[src/rtl/uart_pkg.sv]
// uart_pkg: shared UART constants, TX state enum and frame sizes.
// Optional parity build: UART_TX_PARITY_EN (adds PARITY, 11-bit frame).
package uart_pkg;

  localparam int UART_DATA_BITS = 8;
  localparam int BAUD_RATE_NUMBER_DEFAULT = 10416;
  localparam int UART_BAUD_CNT_W = 14;

`ifdef UART_TX_PARITY_EN
  localparam int UART_FRAME_BITS = 11;
`else
  localparam int UART_FRAME_BITS = 10;
`endif

  typedef enum logic [2:0] {
    IDLE,
    START,
    DATA,
    PARITY,
    STOP
  } tx_state_t;

endpackage

[src/rtl/uart_transmitter_if.sv]
// uart_transmitter_if: byte valid/ready handshake into the transmitter.
// Ports: tx_data[7:0], tx_valid (master->slave), tx_ready (slave->master).
interface uart_transmitter_if;
  import uart_pkg::*;

  logic [UART_DATA_BITS-1:0] tx_data;
  logic                      tx_valid;
  logic                      tx_ready;

  modport master (
    output tx_data,
    output tx_valid,
    input  tx_ready
  );

  modport slave (
    input  tx_data,
    input  tx_valid,
    output tx_ready
  );

endinterface

[src/rtl/uart_tx_baud_counter.sv]
// uart_tx_baud_counter: restartable 14-bit down-counter, one bit period.
// Ports: clk, rst_n, restart (hold at load), bit_done (count is zero).
module uart_tx_baud_counter
  import uart_pkg::*;
#(
  parameter int BAUD_RATE_NUMBER = BAUD_RATE_NUMBER_DEFAULT
) (
  input  logic clk,
  input  logic rst_n,
  input  logic restart,
  output logic bit_done
);

  localparam logic [UART_BAUD_CNT_W-1:0] LOAD =
    UART_BAUD_CNT_W'(BAUD_RATE_NUMBER - 1);

  logic [UART_BAUD_CNT_W-1:0] cnt;

  assign bit_done = (cnt == '0);

  always_ff @(posedge clk or negedge rst_n) begin
    if (!rst_n) begin
      cnt <= LOAD;
    end else if (restart || bit_done) begin
      cnt <= LOAD;
    end else begin
      cnt <= cnt - 1'b1;
    end
  end

endmodule

[src/rtl/uart_transmitter.sv]
// uart_transmitter: 8N1 (8E1 with UART_TX_PARITY_EN) serial transmitter.
// Ports: clk, rst_n, bus (slave handshake), tx (line), tx_busy.
module uart_transmitter
  import uart_pkg::*;
#(
  parameter int BAUD_RATE_NUMBER = BAUD_RATE_NUMBER_DEFAULT
) (
  input  logic                clk,
  input  logic                rst_n,
  uart_transmitter_if.slave   bus,
  output logic                tx,
  output logic                tx_busy
);

  localparam logic [2:0] LAST_IDX = 3'(UART_DATA_BITS - 1);

  tx_state_t                 state, state_n;
  logic [UART_DATA_BITS-1:0] shreg, shreg_n;
  logic [2:0]                idx, idx_n;
  logic                      accept;
  logic                      bit_done;
  logic                      tx_n;

`ifdef UART_TX_PARITY_EN
  logic par_q, par_n;
`endif

  assign bus.tx_ready = (state == IDLE);
  assign accept = bus.tx_valid && bus.tx_ready;

  // Counter sits at its load value while idle, so the
  // start bit gets a full period from the accept edge.
  uart_tx_baud_counter #(
    .BAUD_RATE_NUMBER(BAUD_RATE_NUMBER)
  ) u_baud (
    .clk      (clk),
    .rst_n    (rst_n),
    .restart  (state == IDLE),
    .bit_done (bit_done)
  );

  always_comb begin
    state_n = state;
    shreg_n = shreg;
    idx_n   = idx;
    tx_n    = 1'b1;
`ifdef UART_TX_PARITY_EN
    par_n   = par_q;
`endif
    case (state)
      IDLE: begin
        if (accept) begin
          state_n = START;
          shreg_n = bus.tx_data;
          idx_n   = '0;
`ifdef UART_TX_PARITY_EN
          par_n   = ^bus.tx_data;
`endif
        end
      end
      START: begin
        tx_n = 1'b0;
        if (bit_done) state_n = DATA;
      end
      DATA: begin
        tx_n = shreg[0];
        if (bit_done) begin
          shreg_n = shreg >> 1;
          idx_n   = idx + 3'd1;
          if (idx == LAST_IDX) begin
`ifdef UART_TX_PARITY_EN
            state_n = PARITY;
`else
            state_n = STOP;
`endif
          end
        end
      end
`ifdef UART_TX_PARITY_EN
      PARITY: begin
        tx_n = par_q;
        if (bit_done) state_n = STOP;
      end
`endif
      STOP: begin
        if (bit_done) state_n = IDLE;
      end
      default: state_n = IDLE;
    endcase
  end

  // tx/tx_busy are registered from the current state, so the
  // line moves one cycle after the FSM.
  always_ff @(posedge clk or negedge rst_n) begin
    if (!rst_n) begin
      state   <= IDLE;
      shreg   <= '0;
      idx     <= '0;
      tx      <= 1'b1;
      tx_busy <= 1'b0;
`ifdef UART_TX_PARITY_EN
      par_q   <= 1'b0;
`endif
    end else begin
      state   <= state_n;
      shreg   <= shreg_n;
      idx     <= idx_n;
      tx      <= tx_n;
      tx_busy <= (state != IDLE);
`ifdef UART_TX_PARITY_EN
      par_q   <= par_n;
`endif
    end
  end

endmodule

[src/flat_wrapper.sv]
// flat-port wrapper written by rule: the top's interface ports become plain ports
module uart_transmitter_flat import uart_pkg::*;
#(
  parameter int BAUD_RATE_NUMBER = BAUD_RATE_NUMBER_DEFAULT
)
  (clk, rst_n, tx, tx_busy, bus_tx_data, bus_tx_valid, bus_tx_ready);
  uart_transmitter_if bus_i ();
  input  logic clk;
  input  logic rst_n;
  output logic tx;
  output logic tx_busy;
  input wire logic [$bits(bus_i.tx_data)-1:0] bus_tx_data;
  input wire logic [$bits(bus_i.tx_valid)-1:0] bus_tx_valid;
  output wire logic [$bits(bus_i.tx_ready)-1:0] bus_tx_ready;
  assign bus_i.tx_data = bus_tx_data;
  assign bus_i.tx_valid = bus_tx_valid;
  assign bus_tx_ready = bus_i.tx_ready;
  uart_transmitter #(.BAUD_RATE_NUMBER(BAUD_RATE_NUMBER)) u_core (.clk(clk), .rst_n(rst_n), .bus(bus_i), .tx(tx), .tx_busy(tx_busy));
endmodule
[config.mk]
export PLATFORM = sky130hd
export DESIGN_NAME = uart_transmitter_flat
export DESIGN_NICKNAME = d
export VERILOG_FILES = /design/src/rtl/uart_pkg.sv /design/src/rtl/uart_transmitter_if.sv /design/src/rtl/uart_tx_baud_counter.sv /design/src/rtl/uart_transmitter.sv /design/src/flat_wrapper.sv
export SDC_FILE = /design/constraint.sdc
export NUM_CORES = 1
export LEC_CHECK = 0
export ABC_CLOCK_PERIOD_IN_PS = 5200
export CAP_MARGIN = 20
export CORE_ASPECT_RATIO = 1.5
export CORE_UTILIZATION = 55
export DETAILED_ROUTE_END_ITERATION = 8
export PLACE_DENSITY = 0.77
export SKIP_LAST_GASP = 1
export SLEW_MARGIN = 20
export SYNTH_ARGS = -nofsm -noshare
export SYNTH_HDL_FRONTEND = slang
export SYNTH_SLANG_ARGS = --single-unit
export TNS_END_PERCENT = 20
[constraint.sdc]
create_clock -name clk -period 5.2 [get_ports clk]
set_input_delay 1.04 -clock clk [delete_from_list [all_inputs] [get_ports clk]]
set_output_delay 1.04 -clock clk [all_outputs]
set_load 0.01 [all_outputs]
==> out/metrics.cfg, run 1 <==
[floorplanning]
io_pins=14
die_h_um=65.27
dieArea_um2=2883
start_util_pct=59.24
rows=22
core-area_um2=2477
die_w_um=44.18

[worst_setup_path]
crit_fanout=15
endpoint_kind=output port
worst_ep_required_time_ns=4.16
path_cells=nor3_1, clkdlybuf4s50_1
slowest_delay_ns=0.62
cp_slowest_cell=clkdlybuf4s50_1
r2r_end=u_core.shreg[6]
worstSetupStartpointType=flop
reg2reg_slack_ns=3.08
path_class=reg2out
r2r.worst_path.cells=6
rr_startpoint=u_core.u_baud.cnt[0]
arrival_ns=1.90

[pwr]
power_leakage_uw=0.0006769
vdd_drop_max_uv=262.1
cellPowerDensity_nw_per_um2=366.0
power_frac_seq_pct=57.8
p_int_uw=423.2
clkPwrFrac_pct=23.3
switchingPower_uw=188.1
combPwrFrac_pct=18.9
netSwitchingFraction_pct=30.77

[sta]
finalHoldViolCount=0
skew_ns=0.01066
finalMaxSlewViolations=0
period_needed_ns=2.941
setup_viol_count_final=0
whs_ns=0.4780
rsz0062_at_grt=false
worst_pin_slew_ns=0.5972
finalCritPeriodShare_pct=56.55
fmax_mhz=340.1
slew_headroom_pct=59.86
fin_ws_ns=2.259
tns_ns=0

[synthesis]
ys_types=38
synthTopCellsByArea=dfrtp_1 (36%), dfstp_2 (16%), nand3_1 (4.1%)
syn_area_per_cell_um2=10.79
syn-cell-area_um2=1468
synthesis.nets=150
synth_top_area_cell=dfrtp_1
synth_top_area_share_pct=35.81
ys_seq_elements=30
synthCells=136
synth_common_cells=dfrtp_1 (21), nand2_1 (16), nor2_1 (14)
ys_seq_area_share_pct=51.92
yosysMostFrequentCell=dfrtp_1
async_flop_share_pct=100.0
synth_edf_count=0
synthFlopType=dfrtp_1
yosysWarnings=0

[cts]
cts.sinks=30
cts_tree=done
holdBufCountCts=0
clk_pin_slew_worst_paths_ns=0.09
clock-root-buffer=clkbuf_4
cts_made_buffers=5
clk_path_buf_depth=2
insertion_delay_ns=0.34
cts.repair.resized=0
cts_setup_buffers=0
htreeDepth=2

[detailed_routing]
wire_per_inst_um=15.49
dr.pass1.iters=6
vias_per_cell=6.073
ant_nets=0
vias=1081
drtIter0Drc=22
drc=0
routed_wl_mm=2.758

[placement]
port_buffers=13
dp_hpwl_mm=2.015
gp_congestion=0.7898
dp_slack_ns=2.625

[worst_hold_path]
worstHoldEndpoint=u_core.u_baud.cnt[0]
worstHoldStart=u_core.u_baud.cnt[0]
min_path_cells=1
hold_class=reg2reg

[cells_and_area]
fill_cells=206
fin_util_pct=67.42
diodes=0
drive_gt1_share_pct=16.88
nets=167
area_delta_synth_final_pct=13.81

[grt]
grt_max_degree=31
grt_first_pass_wirelength_mm=4.705
antenna_found_initial=0
grt-ovfl-total=0
grt_pass1_vias=1103
grt_usage_pct=22.84

[run_status]
status=complete, no violations

[flow_run]
maxCapViolCount=0

area by class of cell:
cell class | instances | area (um2) | share of cell area (%)
inverters | 3 | 11.26 | 0.6742
repair buffers | 14 | 137.6 | 8.240
well taps | 24 | 30.03 | 1.798
flip-flops and latches | 30 | 762.0 | 45.62
multi-input cells | 99 | 670.6 | 40.15
clock buffers | 8 | 58.81 | 3.521
registers in the layout, summed over array words and instances (netlist names):
signal             cells
u_core.shreg           8
u_core.tx_busy         1
u_core.tx              1
u_core.u_baud.cnt     14
u_core.state           3
u_core.idx             3
kinds of logic after synthesis:
family          count (synthesis)  share of synthesized area, %
fa+ha+maj                       3                         2.558
buf+inv                         7                         2.387
compound gates                 26                         13.90
flops                          30                         51.92
xor+xnor                       10                         5.967
simple gates                   60                         23.27
per-layer routing:
layer  vias up  part of all wire [%]  wire length (um)  track usage, %
met4         0                   2.6                73           13.64
li1        527                     -                 -               -
met1       531                    40              1095           23.20
met2        18                    55              1513           40.81
met5         -                     0                 0               0
met3         5                   2.8                76           4.945
through the flow:
| step | total power, uW | area, um2 | instances |
|---|---|---|---|
| floorplan | 432.7 | 1468 | 136 |
| global placement | 461.6 | 1612 | 170 |
| detailed placement | 474.0 | 1612 | 170 |
| CTS | 619.3 | 1670 | 178 |
| global route | 646.6 | 1670 | 178 |
| finish | 611.3 | 1670 | 178 |
power by group through the flow:
stage	combinational, uW	sequential [uW]	clock (uW)
after floorplan	86.4	346	0
after global placement	109	352	0
after detailed placement	116	358	0
after CTS	117	353	149
after global routing	129	361	157
final	115	353	143
worst max-delay path: cells and delay by family, from the launching register on:
kind                   cells  cell delay, ns
AND/OR/NAND/NOR            1            0.43
flip-flops                 1            0.53
buffers and inverters      1            0.62
worst max-delay path by stage:
stage	end	depth (start not counted)	start
floorplan	bus_tx_ready	2	u_core.state[0]
global placement	bus_tx_ready	2	u_core.state[1]
detailed placement	bus_tx_ready	2	u_core.state[1]
CTS	bus_tx_ready	2	u_core.state[1]
global route	bus_tx_ready	2	u_core.state[1]
finish	bus_tx_ready	2	u_core.state[1]
placed cells by master, fill, tap and decap left out, drive strengths merged, types with 6 or more instances in the layout:
master         instances
dfrtp                 21
nand2                 16
nor2                  14
clkdlybuf4s50         13
nand3                 12
dfstp                  9
clkbuf                 8
xor2                   6
o21a                   6
o32a                   6
No activity file was read; power rests on OpenSTA's default activity.
==> run 2: changes to the inputs <==
--- a/config.mk
+++ b/config.mk
@@ -5,12 +5,12 @@
 export SDC_FILE = /design/constraint.sdc
 export NUM_CORES = 1
 export LEC_CHECK = 0
-export ABC_CLOCK_PERIOD_IN_PS = 5200
+export ABC_CLOCK_PERIOD_IN_PS = 2600
 export CAP_MARGIN = 20
 export CORE_ASPECT_RATIO = 1.5
-export CORE_UTILIZATION = 55
+export CORE_UTILIZATION = 50
 export DETAILED_ROUTE_END_ITERATION = 8
-export PLACE_DENSITY = 0.77
+export PLACE_DENSITY = 0.74
 export SKIP_LAST_GASP = 1
 export SLEW_MARGIN = 20
 export SYNTH_ARGS = -nofsm -noshare
==> constraint.sdc (replaced) <==
create_clock -name clk -period 2.6 [get_ports clk]
set_input_delay 0.52 -clock clk [delete_from_list [all_inputs] [get_ports clk]]
set_output_delay 0.52 -clock clk [all_outputs]
set_load 0.01 [all_outputs]
==> run 2 against run 1 <==
Cell area rose by 2.2%. Sequential power increased by 100%. Sequential share of layout area decreased by 1.0 points. Setup slack got worse by 2.1 ns. Flip-flop and latch count stayed put. Core utilization decreased by 5.0 points. Clock power rose to 2.5 times the previous value. Register-to-register slack worse by 2.6 ns. Count of clock-buffer cells in the layout unchanged. Global-route usage down 0.47 points. Combinational power rose by 99%. First-iteration DRC count is 95% higher. Largest power group unchanged.
==> out/metrics.cfg, run 2 (synthesis gave the netlist of run 1 again) <==
[cts]
cts.sinks=30  ; unchanged
htreeDepth=2  ; unchanged
cts_made_buffers=5  ; unchanged
cts_setup_buffers=0  ; unchanged
cts_tree=done  ; unchanged
holdBufCountCts=0  ; unchanged
cts.repair.resized=0  ; unchanged
clk_pin_slew_worst_paths_ns=0.07  ; was 0.09 ns
insertion_delay_ns=0.28  ; was 0.34 ns
clock-root-buffer=clkbuf_8  ; was clkbuf_4
clk_path_buf_depth=2  ; unchanged

[floorplanning]
die_h_um=68.36  ; was 65.27 um
start_util_pct=53.68  ; was 59.24%
core-area_um2=2734  ; was 2477 um2
dieArea_um2=3160  ; was 2883 um2
die_w_um=46.24  ; was 44.18 um
rows=23  ; was 22
io_pins=14  ; unchanged

[detailed_routing]
drtIter0Drc=43  ; was 22
drc=0  ; unchanged
vias=1101  ; was 1,081
routed_wl_mm=2.880  ; was 2.758 mm
ant_nets=0  ; unchanged
dr.pass1.iters=4  ; was 6
wire_per_inst_um=15.08  ; was 15.49 um
vias_per_cell=5.764  ; was 6.073

[sta]
tns_ns=0  ; unchanged
worst_pin_slew_ns=0.5410  ; was 0.5972 ns
fmax_mhz=412.3
setup_viol_count_final=0  ; unchanged
finalMaxSlewViolations=0  ; unchanged
rsz0062_at_grt=false  ; unchanged
finalHoldViolCount=0  ; unchanged
period_needed_ns=2.426
finalCritPeriodShare_pct=93.29
skew_ns=0.008875  ; was 0.01066 ns
slew_headroom_pct=63.63  ; was 59.86%

[grt]
grt.busiest_layer=met2  ; unchanged
grt-ovfl-total=0  ; unchanged
antenna_found_initial=0  ; unchanged
use_met3_pct=6.596  ; was 4.945%
grt_first_pass_wirelength_mm=4.871  ; was 4.705 mm
grt_usage_pct=22.37  ; was 22.84%
grt_pass1_vias=1116  ; was 1,103
grt_util_met1_pct=24.37  ; was 23.20%
grt_use_met2_pct=37.50  ; was 40.81%
grt_max_degree=31  ; unchanged

[cells_and_area]
drive_gt1_share_pct=16.23  ; was 16.88%
multi_input_area_um2=670.6  ; unchanged
stdcell_area_um2=1708  ; was 1670 um2
fill_cells=227  ; was 206
largest_reg_flops=14  ; unchanged
seqCellArea_um2=762.0  ; unchanged
finalNonFillerCells=191  ; was 178
diodes=0  ; unchanged
regMostFlops=u_core.u_baud.cnt  ; unchanged
nets=167  ; unchanged
layout_common_cells=dfrtp_1 (21), nand2_1 (16), nor2_1 (14)  ; unchanged
reg_top3=u_core.u_baud.cnt x14, u_core.shreg x8  ; unchanged
area_delta_synth_final_pct=16.37  ; was 13.81%
final_common_cell=dfrtp_1  ; unchanged

[worst_setup_path]
path_cells=nor3_1, clkdlybuf4s50_1  ; unchanged
endpoint_kind=output port  ; unchanged
slowest_delay_ns=0.63  ; was 0.62 ns
cp_slowest_cell=clkdlybuf4s50_1  ; unchanged
worstSetupStartpointType=flop  ; unchanged
path_class=reg2out  ; unchanged
crit_fanout=15  ; unchanged
worst_ep_required_time_ns=2.08  ; was 4.16 ns
arrival_ns=1.91  ; was 1.90 ns

[placement]
dp_cells=183  ; was 170
placed_cell_area_um2=1628  ; was 1612 um2
port_buffers=13  ; unchanged
dp_hpwl_mm=2.080  ; was 2.015 mm
gp_congestion=0.8456  ; was 0.7898

[worst_hold_path]
hold_class=reg2reg  ; unchanged

[pwr]
vdd_drop_max_uv=512.3  ; was 262.1 uV
cellPowerDensity_nw_per_um2=760.9  ; was 366.0 nW/um2
power_leakage_uw=0.0006838  ; was 0.0006769 uW

[flow_run]
maxCapViolCount=0  ; unchanged

[run_status]
status=complete, no violations  ; unchanged

[run 2: changes by cell type in the layout (fill, tap and decap cells not counted)]
cell	previous run	this run
clkbuf_4	5	0
clkbuf_8	1	5
clkbuf_1	2	3
[run 2: path summary, 6_finish.rpt]
| path | from | to | slack, ns | cells past startpoint |
|---|---|---|---|---|
| min in group asynchronous | rst_n | u_core.shreg[7] | 0.63 | 2 |
| max in group asynchronous | rst_n | u_core.u_baud.cnt[13] | 1.66 | 2 |
| worst min-delay path | u_core.u_baud.cnt[0] | u_core.u_baud.cnt[0] | 0.47 | 1 |
| worst max-delay path | u_core.state[1] | bus_tx_ready | 0.17 | 2 |
| worst min register to register | u_core.u_baud.cnt[0] | u_core.u_baud.cnt[0] | 0.47 | 1 |
| worst max register to register | u_core.u_baud.cnt[1] | u_core.shreg[6] | 0.48 | 6 |
[run 2: metal layers]
layer | wire (um) | part of all wire, %
met4 | 39 | 1.4
met5 | 0 | 0
met2 | 1530 | 53
met3 | 134 | 4.7
met1 | 1176 | 41
[run 2: cell type report]
class                           instances  share of cell area, %
Sequential cell                        30                  44.62
Multi-Input combinational cell         99                  39.27
Timing Repair Buffer                   14                  8.059
Clock buffer                            8                  4.689
Tap cell                               37                  2.711
Inverter                                3                 0.6593
[run 2: where the power goes]
part | switching [uW] | internal (uW)
logic | 111 | 118
registers | 115 | 597
clock network | 168 | 190
[run 2: worst max-delay path: cells and delay by family (launching register included)]
family	cells	cell delay, ns
buf+inv	1	0.63
flops	1	0.53
simple gates	1	0.46
[run 2: through the flow]
stage | hold WS, ns | utilization [%] | total power [uW] | setup WS, ns
after global placement | 0.4523 | 59.54 | 931.6 | 0.4920
after CTS | 0.4704 | 62.47 | 1317 | 0.1704
after floorplan | 0.2244 | - | 865.4 | 0.7525
after global routing | 0.4951 | 62.47 | 1384 | 0.08418
after detailed placement | 0.4549 | 59.54 | 955.3 | 0.4883
final | 0.4691 | 62.47 | 1300 | 0.1744
==> run 3: changes to the inputs <==
--- a/config.mk
+++ b/config.mk
@@ -9,6 +9,7 @@
 export CAP_MARGIN = 20
 export CORE_ASPECT_RATIO = 1.5
 export CORE_UTILIZATION = 50
+export CTS_BUF_LIST = sky130_fd_sc_hd__clkbuf_4 sky130_fd_sc_hd__clkbuf_8 sky130_fd_sc_hd__clkbuf_16
 export DETAILED_ROUTE_END_ITERATION = 8
 export PLACE_DENSITY = 0.74
 export SKIP_LAST_GASP = 1
==> run 3 against run 2 <==
Clock power up 8.7%. Total power up 2.4%. Hold slack worse by 0.00097 ns. Critical path depth unchanged. Count of clock-buffer cells in the layout unchanged. Largest cell class unchanged. Highest routed layer unchanged.
==> out/metrics.cfg, run 3 (synthesis gave the netlist of run 1 again) <==
[cts]
insertion_delay_ns=0.28  ; about the same
clock-root-buffer=clkbuf_8  ; unchanged
clk_pin_slew_worst_paths_ns=0.07  ; about the same
cts.sinks=30  ; unchanged
htreeDepth=2  ; unchanged
holdBufCountCts=0  ; unchanged
clk_path_buf_depth=2  ; unchanged
cts_setup_buffers=0  ; unchanged
cts_made_buffers=5  ; unchanged
cts_tree=done  ; unchanged
cts.repair.resized=0  ; unchanged

[grt]
grt_first_pass_wirelength_mm=4.871  ; unchanged
grt_max_degree=31  ; unchanged
antenna_found_initial=0  ; unchanged
grt-ovfl-total=0  ; unchanged
grt_pass1_vias=1117  ; was 1,116
grt_usage_pct=22.37  ; unchanged

[worst_hold_path]
hold_class=reg2reg  ; unchanged
min_path_cells=1  ; unchanged

[sta]
setup_viol_count_final=0  ; unchanged
skew_ns=0.009497  ; was 0.008875 ns
slew_headroom_pct=63.22  ; was 63.63%
period_needed_ns=2.422  ; was 2.426 ns
finalHoldViolCount=0  ; unchanged
worst_pin_slew_ns=0.5471  ; was 0.5410 ns
finalCritPeriodShare_pct=93.16  ; was 93.29%
rsz0062_at_grt=false  ; unchanged
fmax_mhz=412.9  ; was 412.3 MHz
finalMaxSlewViolations=0  ; unchanged
fin_ws_ns=0.1780  ; was 0.1744 ns
tns_ns=0  ; unchanged

[placement]
dp_slack_ns=0.4883  ; unchanged
placed_cell_area_um2=1628  ; unchanged
dp_hpwl_mm=2.080  ; unchanged
port_buffers=13  ; unchanged
gp_congestion=0.8456  ; unchanged

[pwr]
netSwitchingFraction_pct=29.68  ; was 30.37%
power_frac_seq_pct=53.6  ; was 54.8%
combPwrFrac_pct=17.2  ; was 17.7%
vdd_drop_max_uv=506.5  ; was 512.3 uV
p_int_uw=936.2  ; was 904.8 uW
switchingPower_uw=395.0  ; was 394.8 uW
clkPwrFrac_pct=29.2  ; was 27.5%
power_leakage_uw=0.0006941  ; was 0.0006838 uW
cellPowerDensity_nw_per_um2=774.4  ; was 760.9 nW/um2

[detailed_routing]
ant_nets=0  ; unchanged
dr.pass1.iters=4  ; unchanged
vias=1106  ; was 1,101
drc=0  ; unchanged
routed_wl_mm=2.874  ; was 2.880 mm
wire_per_inst_um=15.05  ; was 15.08 um
drtIter0Drc=27  ; was 43
vias_per_cell=5.791  ; was 5.764

[worst_setup_path]
worst_ep_required_time_ns=2.08  ; about the same
path_class=reg2out  ; unchanged
endpoint_kind=output port  ; unchanged
arrival_ns=1.90  ; was 1.91 ns
r2r.worst_path.cells=6  ; unchanged
worstSetupStartpointType=flop  ; unchanged
crit_fanout=15  ; unchanged

[cells_and_area]
largest_reg_flops=14  ; unchanged
regMostFlops=u_core.u_baud.cnt  ; unchanged
area_delta_synth_final_pct=17.14  ; was 16.37%
reg_top3=u_core.u_baud.cnt x14, u_core.shreg x8  ; unchanged
layout_common_cells=dfrtp_1 (21), nand2_1 (16), nor2_1 (14)  ; unchanged
nets=167  ; unchanged
diodes=0  ; unchanged
stdcell_area_um2=1719  ; was 1708 um2
drive_gt1_share_pct=18.18  ; was 16.23%
fill_cells=228  ; was 227
final_common_cell=dfrtp_1  ; unchanged

[floorplanning]
start_util_pct=53.68  ; unchanged
dieArea_um2=3160  ; unchanged
die_w_um=46.24  ; unchanged
die_h_um=68.36  ; unchanged
core-area_um2=2734  ; unchanged
rows=23  ; unchanged
io_pins=14  ; unchanged

[flow_run]
maxCapViolCount=0  ; unchanged

[run_status]
status=complete, no violations  ; unchanged

==> run 3: cell types whose count changed in the layout (fill, tap and decap cells not counted) <==
cell      previous run  this run
clkbuf_1             3         0
clkbuf_4             0         3
==> run 3: path summary, 6_finish.rpt <==
path	from	to	slack [ns]
setup / recovery	u_core.state[1]	bus_tx_ready	0.18
hold / removal	u_core.u_baud.cnt[0]	u_core.u_baud.cnt[0]	0.47
setup reg to reg	u_core.u_baud.cnt[1]	u_core.shreg[6]	0.50
hold reg to reg	u_core.u_baud.cnt[0]	u_core.u_baud.cnt[0]	0.47
max in group asynchronous	rst_n	u_core.u_baud.cnt[3]	1.65
min in group asynchronous	rst_n	u_core.shreg[7]	0.63
==> run 3: final cells by class <==
| class | count | area [um2] | area share, % |
|---|---|---|---|
| flip-flops and latches | 30 | 762.0 | 44.32 |
| multi-input cells | 99 | 670.6 | 39.01 |
| repair buffers | 14 | 137.6 | 8.006 |
| clock buffers | 8 | 91.34 | 5.313 |
| well taps | 37 | 46.29 | 2.693 |
| inverters | 3 | 11.26 | 0.6550 |
==> run 3: per-stage QoR <==
step | hold WS (ns) | instances | util, % | power [uW]
floorplan | 0.2244 | 136 | - | 865.4
global placement | 0.4523 | 183 | 59.54 | 931.6
finish | 0.4681 | 191 | 62.88 | 1331
detailed placement | 0.4549 | 183 | 59.54 | 955.3
CTS | 0.4704 | 191 | 62.88 | 1350
global route | 0.4951 | 191 | 62.88 | 1415
==> run 3: routing by layer <==
layer | share of wire (%) | track usage, % | wire [um]
met1 | 40 | 24.37 | 1161
met2 | 54 | 37.50 | 1539
met3 | 4.7 | 6.596 | 134
met4 | 1.4 | 12.50 | 39
met5 | 0 | 0 | 0
==> run 3: worst max-delay path, cell delays in order (launching register included) <==
cell	delay [ns]
dfrtp_1	0.53
nor3_1	0.46
clkdlybuf4s50_1	0.63
==> run 3: power by group through the flow <==
stage                     logic (uW)  clock network (uW)  registers, uW
after floorplan                  173                   0            693
after global placement           220                   0            711
after detailed placement         234                   0            722
after CTS                        235                 400            714
after global routing             262                 426            726
final                            229                 389            714
